## src/rtl/wb_scoreboard_pkg.sv

```systemverilog
// Shared definitions for the write-back scoreboard: register-address width,
// in-flight counter width and the drain FSM state encoding.
package wb_scoreboard_pkg;

    // Register-address width: 2**D architectural registers.
    localparam int D  = 5;
    // Per-register in-flight counter width: up to 2**CW-1 outstanding writes.
    localparam int CW = 2;

    // Drain FSM states.
    typedef enum logic [1:0] {
        RUN   = 2'd0,
        DRAIN = 2'd1,
        ACK   = 2'd2
    } sb_state_e;

    // Largest value a cw-bit in-flight counter may hold.
    function automatic int cnt_limit(input int cw);
        return (1 << cw) - 1;
    endfunction

endpackage

```

## src/rtl/wb_scoreboard_if.sv

```systemverilog
// Bus between decode/write-back and the scoreboard.
//
// Handshake: decode drives issue_valid together with its operands; the
// scoreboard answers combinationally with stall in the same cycle. An issue is
// taken only in a cycle where issue_valid=1, stall=0 and flush=0. Retires
// (wb_valid) have no back-pressure and are always absorbed. drain_req is a
// level request; drain_ack is a single-cycle completion pulse.
interface wb_scoreboard_if #(
    parameter int D = wb_scoreboard_pkg::D
);
    logic           issue_valid;
    logic [D-1:0]   issue_rd;
    logic           issue_RegWrite;
    logic [D-1:0]   rs;
    logic [D-1:0]   rt;
    logic           use_rs;
    logic           use_rt;
    logic           flush;
    logic           wb_valid;
    logic [D-1:0]   wb_rd;
    logic           wb_RegWrite;
    logic           drain_req;
    logic           stall;
    logic           drain_ack;
    logic [2**D-1:0] pending;
    // Debug view of the drain FSM.
    wb_scoreboard_pkg::sb_state_e state;

    modport master (
        output issue_valid, issue_rd, issue_RegWrite, rs, rt, use_rs, use_rt,
        output flush, wb_valid, wb_rd, wb_RegWrite, drain_req,
        input  stall, drain_ack, pending, state
    );

    modport slave (
        input  issue_valid, issue_rd, issue_RegWrite, rs, rt, use_rs, use_rt,
        input  flush, wb_valid, wb_rd, wb_RegWrite, drain_req,
        output stall, drain_ack, pending, state
    );

endinterface

```

## src/rtl/wb_scoreboard_sb_entry.sv

```systemverilog
// One scoreboard entry: saturating in-flight write counter for a single
// architectural register. Simultaneous inc and dec cancel out.
module sb_entry #(
    parameter int CW = wb_scoreboard_pkg::CW
) (
    input  logic          clk,
    input  logic          reset,
    input  logic          inc,
    input  logic          dec,
    output logic [CW-1:0] count,
    output logic          nonzero
);

    // Counter update: never wraps above the maximum or below zero.
    always_ff @(posedge clk or posedge reset) begin
        if (reset) begin
            count <= '0;
        end else if (inc && !dec && (count != '1)) begin
            count <= count + 1'b1;
        end else if (dec && !inc && (count != '0)) begin
            count <= count - 1'b1;
        end
    end

    assign nonzero = (count != '0);

endmodule

```

## src/rtl/wb_scoreboard.sv

```systemverilog
// Write-back scoreboard: tracks outstanding register writes between decode and
// write-back, stalls decode on RAW hazards or counter saturation, and supports
// a drain request that waits for every in-flight write to retire.
module wb_scoreboard #(
    parameter int D  = wb_scoreboard_pkg::D,
    parameter int CW = wb_scoreboard_pkg::CW
) (
    input  logic         clk,
    input  logic         reset,
    wb_scoreboard_if.slave bus
);
    import wb_scoreboard_pkg::*;

    localparam int            N       = 2**D;
    localparam logic [CW-1:0] CNT_MAX = CW'(cnt_limit(CW));

    sb_state_e      state;
    sb_state_e      state_next;
    logic [CW-1:0]  cnt [N];
    logic [N-1:0]   nonzero;
    logic [N-1:0]   nz_next;
    logic [N-1:0]   pending_q;
    logic           retire;
    logic           issue_wr;
    logic           inc_en;
    logic           hazard_rs;
    logic           hazard_rt;
    logic           full_rd;
    logic           stall;
    logic           drained_next;

    // Register 0 is hard-wired: never tracked, never pending.
    assign cnt[0]     = '0;
    assign nonzero[0] = 1'b0;
    assign nz_next[0] = 1'b0;

    assign retire   = bus.wb_valid && bus.wb_RegWrite && (bus.wb_rd != '0);
    assign issue_wr = bus.issue_RegWrite && (bus.issue_rd != '0);

    // Source hazards, with write-back bypass when the last in-flight write of a
    // source retires in this very cycle; destination saturation is not bypassed.
    always_comb begin
        hazard_rs = bus.use_rs && (bus.rs != '0) && (cnt[bus.rs] != '0);
        if (retire && (bus.wb_rd == bus.rs) && (cnt[bus.rs] == CW'(1))) begin
            hazard_rs = 1'b0;
        end
        hazard_rt = bus.use_rt && (bus.rt != '0) && (cnt[bus.rt] != '0);
        if (retire && (bus.wb_rd == bus.rt) && (cnt[bus.rt] == CW'(1))) begin
            hazard_rt = 1'b0;
        end
        full_rd = issue_wr && (cnt[bus.issue_rd] == CNT_MAX);
    end

    assign stall  = bus.issue_valid &&
                    (hazard_rs || hazard_rt || full_rd || (state != RUN));
    assign inc_en = bus.issue_valid && !stall && !bus.flush &&
                    (state == RUN) && issue_wr;

    for (genvar i = 1; i < N; i++) begin : g_entry
        logic inc;
        logic dec;
        assign inc = inc_en && (bus.issue_rd == D'(i));
        assign dec = retire && (bus.wb_rd == D'(i));

        sb_entry #(.CW(CW)) u_entry (
            .clk     (clk),
            .reset   (reset),
            .inc     (inc),
            .dec     (dec),
            .count   (cnt[i]),
            .nonzero (nonzero[i])
        );

        // Whether this entry is still non-zero after the coming edge.
        assign nz_next[i] = (inc && !dec) ? 1'b1 :
                            (dec && !inc) ? (cnt[i] > CW'(1)) : nonzero[i];
    end

    // The drain completes on the cycle whose retire empties the last entry.
    assign drained_next = ~|nz_next;

    // Drain FSM state register.
    always_ff @(posedge clk or posedge reset) begin
        if (reset) begin
            state <= RUN;
        end else begin
            state <= state_next;
        end
    end

    // Drain FSM next state: RUN -> DRAIN on request, DRAIN -> ACK when empty,
    // ACK lasts exactly one cycle.
    always_comb begin
        state_next = state;
        unique case (state)
            RUN:     if (bus.drain_req) state_next = DRAIN;
            DRAIN:   if (drained_next)  state_next = ACK;
            ACK:     state_next = RUN;
            default: state_next = RUN;
        endcase
    end

    // Pending flags lag the counters by one edge.
    always_ff @(posedge clk or posedge reset) begin
        if (reset) begin
            pending_q <= '0;
        end else begin
            pending_q <= nonzero;
        end
    end

    assign bus.stall     = stall;
    assign bus.drain_ack = (state == ACK);
    assign bus.pending   = pending_q;
    assign bus.state     = state;

endmodule
```

## src/flat_wrapper.sv

```systemverilog
// flat-port wrapper written by rule: the top's interface ports become plain ports
module wb_scoreboard_flat import wb_scoreboard_pkg::*;
#(
    parameter int D  = wb_scoreboard_pkg::D,
    parameter int CW = wb_scoreboard_pkg::CW
)
  (clk, reset, bus_issue_valid, bus_issue_rd, bus_issue_RegWrite, bus_rs, bus_rt, bus_use_rs, bus_use_rt, bus_flush, bus_wb_valid, bus_wb_rd, bus_wb_RegWrite, bus_drain_req, bus_stall, bus_drain_ack, bus_pending, bus_state);
  wb_scoreboard_if #(.D(D)) bus_i ();
  input  logic clk;
  input  logic reset;
  input wire logic [$bits(bus_i.issue_valid)-1:0] bus_issue_valid;
  input wire logic [$bits(bus_i.issue_rd)-1:0] bus_issue_rd;
  input wire logic [$bits(bus_i.issue_RegWrite)-1:0] bus_issue_RegWrite;
  input wire logic [$bits(bus_i.rs)-1:0] bus_rs;
  input wire logic [$bits(bus_i.rt)-1:0] bus_rt;
  input wire logic [$bits(bus_i.use_rs)-1:0] bus_use_rs;
  input wire logic [$bits(bus_i.use_rt)-1:0] bus_use_rt;
  input wire logic [$bits(bus_i.flush)-1:0] bus_flush;
  input wire logic [$bits(bus_i.wb_valid)-1:0] bus_wb_valid;
  input wire logic [$bits(bus_i.wb_rd)-1:0] bus_wb_rd;
  input wire logic [$bits(bus_i.wb_RegWrite)-1:0] bus_wb_RegWrite;
  input wire logic [$bits(bus_i.drain_req)-1:0] bus_drain_req;
  output wire logic [$bits(bus_i.stall)-1:0] bus_stall;
  output wire logic [$bits(bus_i.drain_ack)-1:0] bus_drain_ack;
  output wire logic [$bits(bus_i.pending)-1:0] bus_pending;
  output wire logic [$bits(bus_i.state)-1:0] bus_state;
  assign bus_i.issue_valid = bus_issue_valid;
  assign bus_i.issue_rd = bus_issue_rd;
  assign bus_i.issue_RegWrite = bus_issue_RegWrite;
  assign bus_i.rs = bus_rs;
  assign bus_i.rt = bus_rt;
  assign bus_i.use_rs = bus_use_rs;
  assign bus_i.use_rt = bus_use_rt;
  assign bus_i.flush = bus_flush;
  assign bus_i.wb_valid = bus_wb_valid;
  assign bus_i.wb_rd = bus_wb_rd;
  assign bus_i.wb_RegWrite = bus_wb_RegWrite;
  assign bus_i.drain_req = bus_drain_req;
  assign bus_stall = bus_i.stall;
  assign bus_drain_ack = bus_i.drain_ack;
  assign bus_pending = bus_i.pending;
  assign bus_state = bus_i.state;
  wb_scoreboard #(.D(D), .CW(CW)) u_core (.clk(clk), .reset(reset), .bus(bus_i));
endmodule
```

## config.mk

```make
export PLATFORM = sky130hd
export DESIGN_NAME = wb_scoreboard_flat
export DESIGN_NICKNAME = d
export VERILOG_FILES = /design/src/rtl/wb_scoreboard_pkg.sv /design/src/rtl/wb_scoreboard_if.sv /design/src/rtl/wb_scoreboard_sb_entry.sv /design/src/rtl/wb_scoreboard.sv /design/src/flat_wrapper.sv
export SDC_FILE = /design/constraint.sdc
export NUM_CORES = 1
export LEC_CHECK = 0
export BUFFER_PORTS_ARGS = -buffer_cell sky130_fd_sc_hd__buf_2
export CAP_MARGIN = 20
export CORE_UTILIZATION = 55
export CTS_BUF_LIST = sky130_fd_sc_hd__clkbuf_8
export CTS_CLUSTER_SIZE = 8
export DETAILED_ROUTE_END_ITERATION = 8
export PLACE_DENSITY = 0.74
export SLEW_MARGIN = 15
export SYNTH_ARGS = -nofsm -noshare
export SYNTH_HDL_FRONTEND = slang
export SYNTH_HIERARCHICAL = 1
export SYNTH_SLANG_ARGS = --single-unit
```

## constraint.sdc

```tcl
create_clock -name clk -period 6.9 [get_ports clk]
set_input_delay 0.345 -clock clk [delete_from_list [all_inputs] [get_ports clk]]
set_output_delay 0.345 -clock clk [all_outputs]
set_load 0.005 [all_outputs]
```

==> impl_summary.txt, run 1 <==
----------------------------------------------------
[Status]
  Outcome ... finished clean

[Yosys]
  Number of standard cells after synthesis ... about 1k
  Number of enable flip-flop cells after synthesis ... 0
  Mapped Nets ... 1030
  Proportion of synthesized chip area in sequential cells ... 0.291
  Mapped cell area ... 8170 sq um
  Library cell occupying the most area in the post-synthesis netlist ... dfrtp_1
  Synth Register Bits ... 95
  Share of async-settable or async-resettable flops after synthesis ... 1.00
  Leading register cell type out of synthesis ... dfrtp_1
  Count of distinct cell types in the synthesized netlist ... a little under 70
  Yosys warning total ... 6
  Fraction of post-synthesis cell area in the top cell type by area ... 0.291
  Syn Area/Cell ... about 8.2 sq um
  Leading post-synthesis cells by cell area ... dfrtp_1 29%, nor2_1 6.4%, nand2b_1 5.8%, mux4_2 5.8%, a21oi_1 4.9%

[Timing]
  Smallest setup slack after layout ... 3.01 ns
  RSZ-0062 raised after global routing ... no
  Worst max-slew margin expressed relative to the limit ... 0.368
  TNS Setup ... 0 ns
  Ratio of final minimum period to clock period ... 0.564
  Final hold violations ... 0
  Final setup violation count ... 0
  Worst-margin pin slew ... 0.941 ns
  Highest clock frequency the design can meet ... 257 MHz
  Worst clock skew ... 0.0119 ns
  Final Max Slew Viols ... 0
  Final critical-path required period ... between 3 and 4 ns

[Final layout]
  Syn-to-layout area delta ... 5.70%
  Total of fill cells in the finished design ... 1367
  Net count reported at finish ... 1066
  Core Util, Final ... 0.594
  Fraction of layout instances using a drive strength above 1 ... 0.148
  Antenna cell count ... 0
  Final cell count without fillers ... between 1k and 1.5k

[Worst setup path]
  Element type at the critical path end ... flip-flop
  Critical path type ... flip-flop to flip-flop
  CP arrival ... 4.21 ns
  Data required time at the worst endpoint ... 7.23 ns
  Max Fanout on Critical Path ... 7
  Category of the worst setup path launch point ... flip-flop

[Detailed routing]
  DRC viols ... 0
  Routed vias ... 8298
  DR pass1 iterations ... 6
  Violation count after the first detailed-routing iteration ... 1208
  Per-cell routed wire length ... 23.7 um
  Via count normalized by instance count ... 6.79
  Antenna Nets Post-Route ... 0
  Wirelength, routed ... 28.9 mm

[Pwr]
  Proportion of power drawn by the clock network ... 0.247
  Leakage dissipation ... 3.89 nW
  Power density relative to cell area ... 158 nW/um^2
  Pint ... around 0.89 mW
  Seq pwr share ... 0.486
  Logic pwr share ... 0.267
  IR Drop Worst-Case VDD ... 87.3 uV
  Switching share of power ... 0.352
  Power dissipated by switching net loads ... 0.482 mW

[Clock network]
  Count of instances resized after the clock tree is built ... 0
  Clock tree root buffer cell ... clkbuf_8
  TritonCTS clock tree ... done
  Latest clock arrival within the worst-skew pair ... 0.39 ns
  CTS max path bufs ... 2
  Count of buffers added by post-CTS timing repair for setup ... 0
  Hold-fix buffers at CTS ... 0
  CTS H-tree depth ... 3
  Total clock sinks ... 95
  Total CTS buffers ... 9
  CTS clock-pin slew for the worst setup and hold paths ... about 0.090 ns

[Place]
  Pre-CTS worst setup slack ... 2.79 ns
  Dpl hpwl ... 21.7 mm
  Port Buffer Count ... 64
  Final Wtd Congestion ... 1.00
  Placed insts ... 1209

[Floorplan]
  Overall die width ... ~120 um
  Starting density of the core ... 0.562
  Row cnt ... 44
  Vert. Die Dim ... between 100 and 150 um
  Die Outline Area ... 15300 sq um
  Number of top-level pins ... 66
  Floorplan Core Area ... 14500 sq um

[Run]
  Total of max-cap violations ... 0

[Global routing]
  Global-route wire length before repair ... 43.4 mm
  Number of antenna violations at the first check in global routing ... 0
  Total global-route track usage ... 0.390
  Total overflow reported by the global router ... 0
  Largest net degree at the start of global routing ... 33
  Via count of the first global-routing pass ... 7469

[Hold path]
  Classification of the worst-slack hold path ... primary input to async pin

----------------------------------------------------
-- per-layer routing --
| metal | GRT usage | vias to the layer above | wire length (um) |
|---|---|---|---|
| met5 | 0 | - | 0 |
| li1 | - | 3669 | - |
| met2 | 0.570 | 568 | 12300 |
| met3 | 0.107 | 103 | 3440 |
| met1 | 0.538 | 3958 | 12000 |
| met4 | 0.169 | 0 | 1230 |
-- cell families after synthesis --
group,share of synthesized area
XOR/XNOR,0.0107
flip-flops,0.291
AND/OR/NAND/NOR,0.344
other,0.000459
buffers and inverters,0.0521
AO/OA/AOI/OAI,0.158
multiplexers,0.144
-- synth_stat cells (all sizes together), types with 5 or more instances --
cell type / n
nor2: 140
dfrtp: 95
a21oi: 80
nand2b: 76
nand2: 58
nor2b: 51
nor3: 48
o21ai: 47
inv: 44
mux2i: 38
nand3: 38
buf: 34
and3b: 33
or2: 33
mux4: 28
mux2: 12
a31oi: 9
a211oi: 8
and3: 8
nand4: 8
o211ai: 8
clkbuf: 7
nor4: 7
o22ai: 7
and2: 6
xor2: 6
a22oi: 5
nand3b: 5
o221ai: 5
-- sequential cells by signal, summed over array words and instances, names as in the netlist --
name,count
u_core/bus.state,2
u_core/bus.pending,31
u_core/g_entry.u_entry/count,62
-- critical path: stages (launching register included) --
cell	delay (ns)
dfrtp_1	0.51
mux4_2	0.51
and2_1	0.17
o32a_1	0.36
a31oi_1	0.25
nand4_1	0.24
nor4_1	0.70
mux2i_1	0.26
nand3_1	0.15
nor4_1	0.44
and3b_1	0.23
-- final timing paths --
path,start,to,slack [ns],cells past startpoint
setup / recovery,u_core/g_entry[26].u_entry/count[0]$_DFFE_PP0P_,u_core/bus.state[1]$_DFFE_PP0P_,3.01,10
hold / removal,reset,u_core/g_entry[4].u_entry/count[0]$_DFFE_PP0P_,0.15,2
min in group clk,bus_drain_req,u_core/bus.state[0]$_DFFE_PP0P_,0.28,3
setup reg to reg,u_core/g_entry[26].u_entry/count[0]$_DFFE_PP0P_,u_core/bus.state[1]$_DFFE_PP0P_,3.01,10
max in group asynchronous,reset,u_core/bus.state[0]$_DFFE_PP0P_,5.62,3
hold reg to reg,u_core/g_entry[15].u_entry/count[0]$_DFFE_PP0P_,u_core/g_entry[15].u_entry/count[0]$_DFFE_PP0P_,0.58,1
-- cell type report --
type,count,area [sq um],share of cell area
multi-input combinational,820,5370,0.622
sequential,95,2380,0.275
timing repair buffer,66,335,0.0388
tap,184,230,0.0267
inverter,44,165,0.0191
clock buffer,10,138,0.0159
clock inverter,3,22.5,0.00261
-- cell usage in the layout, fill, tap and decap left out, types with 8 or more instances in the layout --
cell type / count
a21oi_1: 80
dfrtp_1: 95
mux4_2: 21
mux2_2: 12
o21ai_0: 46
nor2b_1: 51
o211ai_1: 8
or2_2: 32
inv_1: 43
nor2_1: 139
nor3_1: 48
nand4_1: 8
a211oi_1: 8
nand2b_1: 76
a31oi_1: 9
nand2_1: 58
clkbuf_8: 10
mux2i_1: 38
nand3_1: 37
and3b_1: 33
buf_2: 64
-- power by group through the flow --
| stage | combinational, mW | sequential, mW | clock [mW] |
|---|---|---|---|
| global placement | 0.354 | 0.671 | 0 |
| finish | 0.366 | 0.665 | 0.338 |
| floorplan | 0.247 | 0.648 | 0 |
| global route | 0.394 | 0.670 | 0.365 |
| detailed placement | 0.354 | 0.671 | 0 |
| CTS | 0.356 | 0.660 | 0.342 |
-- per-stage QoR --
stage / hold WS, ns / total power, mW / cell area [sq um]
finish: 0.147 / 1.37 / 8630
global route: 0.182 / 1.43 / 8630
CTS: 0.162 / 1.36 / 8630
detailed placement: 0.563 / 1.02 / 8470
global placement: 0.561 / 1.02 / 8470
floorplan: 0.0862 / 0.895 / 8170
Note: power is estimated with default switching activity, not from simulation.
==> inputs of run 2 (changes only) <==
--- a/config.mk
+++ b/config.mk
@@ -11,7 +11,7 @@
 export CTS_BUF_LIST = sky130_fd_sc_hd__clkbuf_8
 export CTS_CLUSTER_SIZE = 8
 export DETAILED_ROUTE_END_ITERATION = 8
-export PLACE_DENSITY = 0.74
+export PLACE_DENSITY = 0.77
 export SLEW_MARGIN = 15
 export SYNTH_ARGS = -nofsm -noshare
 export SYNTH_HDL_FRONTEND = slang
==> constraint.sdc (replaced) <==
create_clock -name clk -period 3.3 [get_ports clk]
set_input_delay 0.165 -clock clk [delete_from_list [all_inputs] [get_ports clk]]
set_output_delay 0.165 -clock clk [all_outputs]
set_load 0.005 [all_outputs]
==> run 2 against run 1 <==
The run now ends with negative setup slack left. Clock power increased by 120%. First-iteration DRC count increased by 6.5%. Fmax increased by 17%. Sequential share of layout area decreased by 3.3 points. Flip-flop and latch count unchanged. Core utilization increased by 8.2 points. Global-route usage increased by 2.9 points. Sequential power increased by 100%. Die area unchanged. Combinational power increased to 2.8 times the previous value. Worst hold slack got worse by 0.10 ns. Register-to-register slack got worse by 3.0 ns. Critical endpoint unchanged. Largest power group unchanged.
==> impl_summary.txt, run 2 (synthesized netlist as in run 1, its figures left out) <==
----------------------------------------------------
[Global routing]
  Largest net degree at the start of global routing ... 33 (unchanged)
  Total global-route track usage ... 0.419 (+0.0287)
  Global-route wire length before repair ... 46.3 mm (+6.5%)
  Total overflow reported by the global router ... 0 (unchanged)
  Via count of the first global-routing pass ... 7888 (+5.6%)
  Number of antenna violations at the first check in global routing ... 0 (unchanged)

[Worst setup path]
  Critical path type ... flip-flop to flip-flop
  CP max stage cell ... mux4_1
  Data required time at the worst endpoint ... 3.65 ns (-3.58 ns)
  Most common cell type on the critical path ... buf_4
  Sum of buffers and inverters on the critical path ... 2 (+2)
  Stage delay of the slowest cell on the critical path ... 0.52 ns (-0.18 ns)
  R2R setup slack ... -0.04 ns (-3.05 ns)
  Category of the worst setup path launch point ... flip-flop
  List of cells traversed by the critical path ... mux4_1 > mux2_2 > nand2_1 > a22o_1 > buf_4 > nand4_1 > nor4_2 > buf_4 > mux2i_2 > nand3_2 > nor4_4 > and3b_1
  Endpoint of the worst register-to-register path ... u_core/bus.state[1]$_DFFE_PP0P_
  Element type at the critical path end ... flip-flop
  CP arrival ... 3.69 ns (-0.52 ns)
  Max Fanout on Critical Path ... 7 (unchanged)
  R2r worst-path depth ... 12 (+2)
  Startpoint of the worst-slack reg-to-reg timing path ... u_core/g_entry[30].u_entry/count[1]$_DFFE_PP0P_
  Family with the most delay on the worst path ... simple AND/OR/NAND/NOR gates

[Place]
  Pre-CTS worst setup slack ... -0.230 ns (-3.02 ns)
  Port Buffer Count ... 64 (unchanged)
  Final Wtd Congestion ... 1.05 (+4.5%)
  Dpl hpwl ... 24.5 mm (+13%)
  Placed insts ... 1321 (+9.3%)

[Hold path]
  Hold Crit Endpoint ... u_core/bus.state[0]$_DFFE_PP0P_
  Number of cells on the worst hold path ... 3
  Hold Crit Start ... bus_drain_req
  Classification of the worst-slack hold path ... primary input to flip-flop

[Final layout]
  Number of flip-flops under the largest register name ... 62 (unchanged)
  Net count reported at finish ... 1190 (+12%)
  Antenna cell count ... 0 (unchanged)
  Syn-to-layout area delta ... 20.4%
  Most frequent cells in the layout ... 137 x nor2_1, 120 x buf_4, 87 x dfrtp_1, 80 x a21oi_1, 76 x nand2b_1
  Final cell count without fillers ... 1349 (+10%)
  Commonest non-fill, non-tap cell in the layout ... nor2_1
  Sequential cell area in the final layout ... 2390 sq um (+0.42%)
  Fraction of layout instances using a drive strength above 1 ... 0.273 (+0.125)
  Biggest register ... u_core/g_entry.u_entry/count
  Total of fill cells in the finished design ... 1268 (-7.2%)
  Footprint of the multi-input gates ... 5560 sq um (+3.5%)

[Pwr]
  Leakage dissipation ... 4.58 nW (+18%)
  Power density relative to cell area ... 319 nW/um^2 (+100%)
  IR Drop Worst-Case VDD ... 224 uV (+160%)
  Total power consumption of the routed design ... 3.14 mW (+130%)

[Detailed routing]
  M1 wire length ... 12.6 mm (+5.3%)
  Violation count after the first detailed-routing iteration ... 1286 (+6.5%)
  DRC viols ... 0 (unchanged)
  Antenna Nets Post-Route ... 0 (unchanged)
  Top layer used by detailed routing ... met4
  Met2 routed WL ... 13.4 mm (+9.3%)
  DR pass1 iterations ... 8 (+2)
  Per-cell routed wire length ... 23.4 um (-1.2%)
  Wirelength, routed ... 31.6 mm (+9.1%)
  Via count normalized by instance count ... 6.58 (-3.1%)
  Routed vias ... 8873 (+6.9%)
  Routed length on met3 ... 4.06 mm (+18%)

[Clock network]
  Clock tree root buffer cell ... clkbuf_8
  CTS H-tree depth ... 3 (unchanged)
  Latest clock arrival within the worst-skew pair ... 0.40 ns (about the same)
  CTS clock-pin slew for the worst setup and hold paths ... 0.10 ns (about the same)
  Total clock sinks ... 95 (unchanged)
  TritonCTS clock tree ... done
  Total CTS buffers ... 9 (unchanged)
  CTS max path bufs ... 2 (unchanged)

[Floorplan]
  Overall die width ... 124 um (unchanged)
  Floorplan Core Area ... 14500 sq um (unchanged)
  Row cnt ... 44 (unchanged)
  Vert. Die Dim ... 124 um (unchanged)
  Starting density of the core ... 0.562 (unchanged)
  Number of top-level pins ... 66 (unchanged)
  Die Outline Area ... 15300 sq um (unchanged)

[Timing]
  Ratio of final minimum period to clock period ... 1.01 (+0.447)
  TNS Setup ... -0.0565 ns (-0.0565 ns)
  Final setup violation count ... 2 (+2)
  Worst clock skew ... 0.0151 ns (+0.00318 ns)
  Final hold violations ... 0 (unchanged)
  Worst-margin pin slew ... 0.743 ns (-0.197 ns)
  Smallest setup slack after layout ... -0.0369 ns (-3.05 ns)
  RSZ-0062 raised after global routing ... yes
  Final Max Slew Viols ... 0 (unchanged)
  Worst max-slew margin expressed relative to the limit ... 0.505 (+0.136)
  Final critical-path required period ... 3.34 ns (-0.553 ns)
  Highest clock frequency the design can meet ... 300 MHz (+17%)

[Run]
  Total of max-cap violations ... 0 (unchanged)

[Status]
  Violations in the final reports ... negative setup slack
  Outcome ... complete, but fails checks

----------------------------------------------------
-- run 2: cell types whose count changed in the layout (fill, tap and decap cells not counted), moves of 6 or more --
| cell | delta |
|---|---|
| dfrtp_2 | +8 |
| buf_4 | +118 |
| nor4_1 | -6 |
| dfrtp_1 | -8 |
-- run 2: worst max path at each step --
stage                                               startpoint                               to  slack, ns  cells past startpoint
2_1_floorplan  u_core/g_entry[27].u_entry/count[0]$_DFFE_PP0P_  u_core/bus.state[1]$_DFFE_PP0P_       0.24                     10
3_3_place_gp                                         bus_rt[1]  u_core/bus.state[0]$_DFFE_PP0P_      -0.17                     11
3_5_place_dp                                         bus_rt[1]  u_core/bus.state[0]$_DFFE_PP0P_      -0.23                     11
4_1_cts        u_core/g_entry[10].u_entry/count[0]$_DFFE_PP0P_  u_core/bus.state[0]$_DFFE_PP0P_      0.002                     12
5_1_grt        u_core/g_entry[10].u_entry/count[1]$_DFFE_PP0P_  u_core/bus.state[1]$_DFFE_PP0P_      -0.11                     13
6_report       u_core/g_entry[30].u_entry/count[1]$_DFFE_PP0P_  u_core/bus.state[1]$_DFFE_PP0P_      -0.04                     12
-- run 2: final cells by class --
cell class	count	area share
clock buffer	10	0.0140
clock inverter	6	0.00445
inverter	44	0.0168
multi-input combinational	820	0.565
sequential	95	0.243
tap	184	0.0234
timing repair buffer	190	0.134
-- run 2: where the power goes --
group / switching [mW] / internal [mW] / leakage [nW]
sequential: 0.0995 / 1.25 / 1.30
combinational: 0.573 / 0.464 / 3.18
clock: 0.449 / 0.297 / 0.0926
total: 1.12 / 2.02 / 4.58
-- run 2: what timing repair did --
item	in CTS	in global routing
hold buffers	1	0
endpoints found under the setup margin	3	28
setup buffers	3	10
pin swaps	5	20
endpoints found under the hold margin	62	0
gates resized for setup	13	39
-- run 2: worst min-delay path, delay by kind of cell --
| kind | cells | cell delay, ns |
|---|---|---|
| AO/OA/AOI/OAI | 1 | 0.05 |
| buffers and inverters | 1 | 0.09 |
| AND/OR/NAND/NOR | 1 | 0.11 |
-- run 2: stage by stage --
step	hold WS [ns]	cell area, sq um	utilization
global route	0.0556	9830	0.677
detailed placement	0.384	9350	0.644
global placement	0.380	9350	0.644
finish	0.0433	9830	0.677
CTS	0.0274	9620	0.662
floorplan	-0.0938	8170	-
-- run 2: per-layer routing --
metal,global-route usage,vias up
li1,-,3922
met1,0.567,4187
met2,0.613,636
met3,0.130,128
met4,0.181,0
met5,0,-
==> inputs of run 3 (changes only) <==
--- a/config.mk
+++ b/config.mk
@@ -7,11 +7,13 @@
 export LEC_CHECK = 0
 export BUFFER_PORTS_ARGS = -buffer_cell sky130_fd_sc_hd__buf_2
 export CAP_MARGIN = 20
+export CORE_MARGIN = 2
 export CORE_UTILIZATION = 55
 export CTS_BUF_LIST = sky130_fd_sc_hd__clkbuf_8
 export CTS_CLUSTER_SIZE = 8
 export DETAILED_ROUTE_END_ITERATION = 8
 export PLACE_DENSITY = 0.77
+export SETUP_SLACK_MARGIN = 0.3
 export SLEW_MARGIN = 15
 export SYNTH_ARGS = -nofsm -noshare
 export SYNTH_HDL_FRONTEND = slang
==> run 3 against run 2 <==
Largest cell class unchanged. Global-route usage is 0.58 points lower. Final cell count is 1.3% higher. The flow now finishes without violations. Critical path type unchanged. Worst hold slack better by 0.074 ns.
==> impl_summary.txt, run 3 (synthesized netlist as in run 1, its figures left out) <==
----------------------------------------------------
[Global routing]
  Global-route wire length before repair ... 49.5 mm (+7.0%)
  Largest net degree at the start of global routing ... 33 (unchanged)
  Total overflow reported by the global router ... 0 (unchanged)
  Via count of the first global-routing pass ... 8561 (+8.5%)
  Total global-route track usage ... 0.413 (-0.00576)
  Number of antenna violations at the first check in global routing ... 0 (unchanged)

[Floorplan]
  Floorplan Core Area ... 14500 sq um (unchanged)
  Row cnt ... 44 (unchanged)
  Vert. Die Dim ... 126 um (+1.6%)
  Starting density of the core ... 0.562 (unchanged)
  Number of top-level pins ... 66 (unchanged)
  Die Outline Area ... 15800 sq um (+3.3%)
  Overall die width ... 126 um (+1.6%)

[Final layout]
  Commonest non-fill, non-tap cell in the layout ... buf_4
  Net count reported at finish ... 1208 (+1.5%)
  Number of flip-flops under the largest register name ... 62 (unchanged)
  Most frequent cells in the layout ... 132 x buf_4, 116 x nor2_1, 83 x dfrtp_1, 78 x a21oi_1, 72 x nand2b_1
  Syn-to-layout area delta ... 25.7%
  Antenna cell count ... 0 (unchanged)
  Fraction of layout instances using a drive strength above 1 ... 0.326 (+0.0533)
  Biggest register ... u_core/g_entry.u_entry/count

[Hold path]
  Hold Crit Start ... bus_drain_req
  Classification of the worst-slack hold path ... primary input to flip-flop

[Pwr]
  IR Drop Worst-Case VDD ... 196 uV (-13%)
  Power density relative to cell area ... 314 nW/um^2 (-1.7%)
  Total power consumption of the routed design ... 3.22 mW (+2.7%)
  Leakage dissipation ... 4.72 nW (+3.2%)

[Detailed routing]
  Wirelength, routed ... 33.5 mm (+6.1%)
  Antenna Nets Post-Route ... 0 (unchanged)
  Per-cell routed wire length ... 24.5 um (+4.7%)
  Via count normalized by instance count ... 6.62 (+0.66%)
  DR pass1 iterations ... 7 (-1)
  DRC viols ... 0 (unchanged)
  Routed vias ... 9051 (+2.0%)
  Violation count after the first detailed-routing iteration ... 1227 (-4.6%)

[Clock network]
  Clock tree root buffer cell ... clkbuf_8
  Latest clock arrival within the worst-skew pair ... 0.41 ns (about the same)
  Total CTS buffers ... 9 (unchanged)
  CTS H-tree depth ... 3 (unchanged)
  Total clock sinks ... 95 (unchanged)
  CTS clock-pin slew for the worst setup and hold paths ... 0.10 ns (about the same)
  TritonCTS clock tree ... done
  CTS max path bufs ... 2 (unchanged)

[Run]
  Total of max-cap violations ... 0 (unchanged)

[Worst setup path]
  Category of the worst setup path launch point ... flip-flop
  Startpoint of the worst-slack reg-to-reg timing path ... u_core/g_entry[27].u_entry/count[0]$_DFFE_PP0P_
  List of cells traversed by the critical path ... mux4_2 > and2_4 > o32a_1 > a31oi_2 > and4_4 > buf_6 > nand3_4 > mux2i_1 > a2111oi_4 > and4b_1 > a211oi_1
  Data required time at the worst endpoint ... 3.62 ns (-0.03 ns)
  CP max stage cell ... mux4_2
  Stage delay of the slowest cell on the critical path ... 0.48 ns (-0.04 ns)
  Max Fanout on Critical Path ... 6 (-1)
  Crit path from ... u_core/g_entry[27].u_entry/count[0]$_DFFE_PP0P_
  Element type at the critical path end ... flip-flop
  Critical path type ... flip-flop to flip-flop
  CP arrival ... 3.57 ns (-0.12 ns)

[Timing]
  TNS Setup ... 0 ns (+0.0565 ns)
  Final Max Slew Viols ... 0 (unchanged)
  Final critical-path required period ... 3.26 ns (-0.0813 ns)
  Worst-margin pin slew ... 0.749 ns (+0.00616 ns)
  Final hold violations ... 0 (unchanged)
  Smallest setup slack after layout ... 0.0445 ns (+0.0813 ns)
  Highest clock frequency the design can meet ... 307 MHz (+2.5%)
  Ratio of final minimum period to clock period ... 0.987 (-0.0246)
  Worst max-slew margin expressed relative to the limit ... 0.500 (-0.00465)
  Final setup violation count ... 0 (-2)
  RSZ-0062 raised after global routing ... yes
  Worst clock skew ... 0.0114 ns (-0.00367 ns)

[Place]
  Dpl hpwl ... 25.5 mm (+4.4%)
  Pre-CTS worst setup slack ... -0.101 ns (+0.129 ns)
  Port Buffer Count ... 64 (unchanged)
  Final Wtd Congestion ... 1.06 (+0.86%)

[Status]
  Outcome ... finished clean

----------------------------------------------------
[run 3: layout make-up]
cell class | instances | area [sq um]
multi-input combinational | 820 | 5830
fill | 1199 | 4260
sequential | 95 | 2390
timing repair buffer | 208 | 1470
tap | 184 | 230
inverter | 44 | 165
clock buffer | 10 | 138
clock inverter | 6 | 43.8
[run 3: through the flow]
stage	cells	utilization	area [sq um]	hold WS, ns
after CTS	1364	0.686	9970	0.101
after floorplan	1000	-	8180	-0.0938
after detailed placement	1331	0.650	9440	0.346
after global routing	1367	0.707	10300	0.152
final	1367	0.707	10300	0.117
after global placement	1331	0.650	9440	0.343
[run 3: per-layer routing]
| layer | global-route usage | vias to the layer above | wire length, um |
|---|---|---|---|
| li1 | - | 3950 | - |
| met1 | 0.551 | 4385 | 13100 |
| met2 | 0.635 | 601 | 15100 |
| met3 | 0.109 | 115 | 3900 |
| met4 | 0.186 | 0 | 1360 |
| met5 | 0 | - | 0 |
[run 3: repair_timing]
action,CTS,global route
gates resized for setup,61,65
hold buffers,1,0
setup buffers,16,3
pin swaps,18,14
endpoints found under the hold margin,62,0
cloned,0,0
endpoints found under the setup margin,54,61
[run 3: path summary, 6_finish.rpt]
kind / end / depth (start not counted) / slack, ns
setup / recovery: u_core/bus.state[0]$_DFFE_PP0P_ / 11 / 0.04
hold / removal: u_core/bus.state[0]$_DFFE_PP0P_ / 3 / 0.12
setup reg to reg: u_core/bus.state[0]$_DFFE_PP0P_ / 11 / 0.04
hold reg to reg: u_core/bus.pending[10]$_DFF_PP0_ / 1 / 0.52
max in group asynchronous: u_core/bus.pending[1]$_DFF_PP0_ / 5 / 1.70
min in group asynchronous: u_core/g_entry[14].u_entry/count[1]$_DFFE_PP0P_ / 4 / 0.48
[run 3: critical path: cells and delay by family, from the launching register on]
kind / cells / cell delay, ns
and+or+nand+nor: 4 / 0.81
buffers and inverters: 1 / 0.10
muxes: 2 / 0.90
DFF: 1 / 0.46
AOI/OAI and AO/OA: 4 / 0.90
[run 3: power by group]
group          total [mW]  internal (mW)  switching [mW]
Combinational        1.09          0.490           0.599
Sequential           1.36           1.26           0.103
Clock               0.774          0.299           0.475
Total                3.22           2.05            1.18
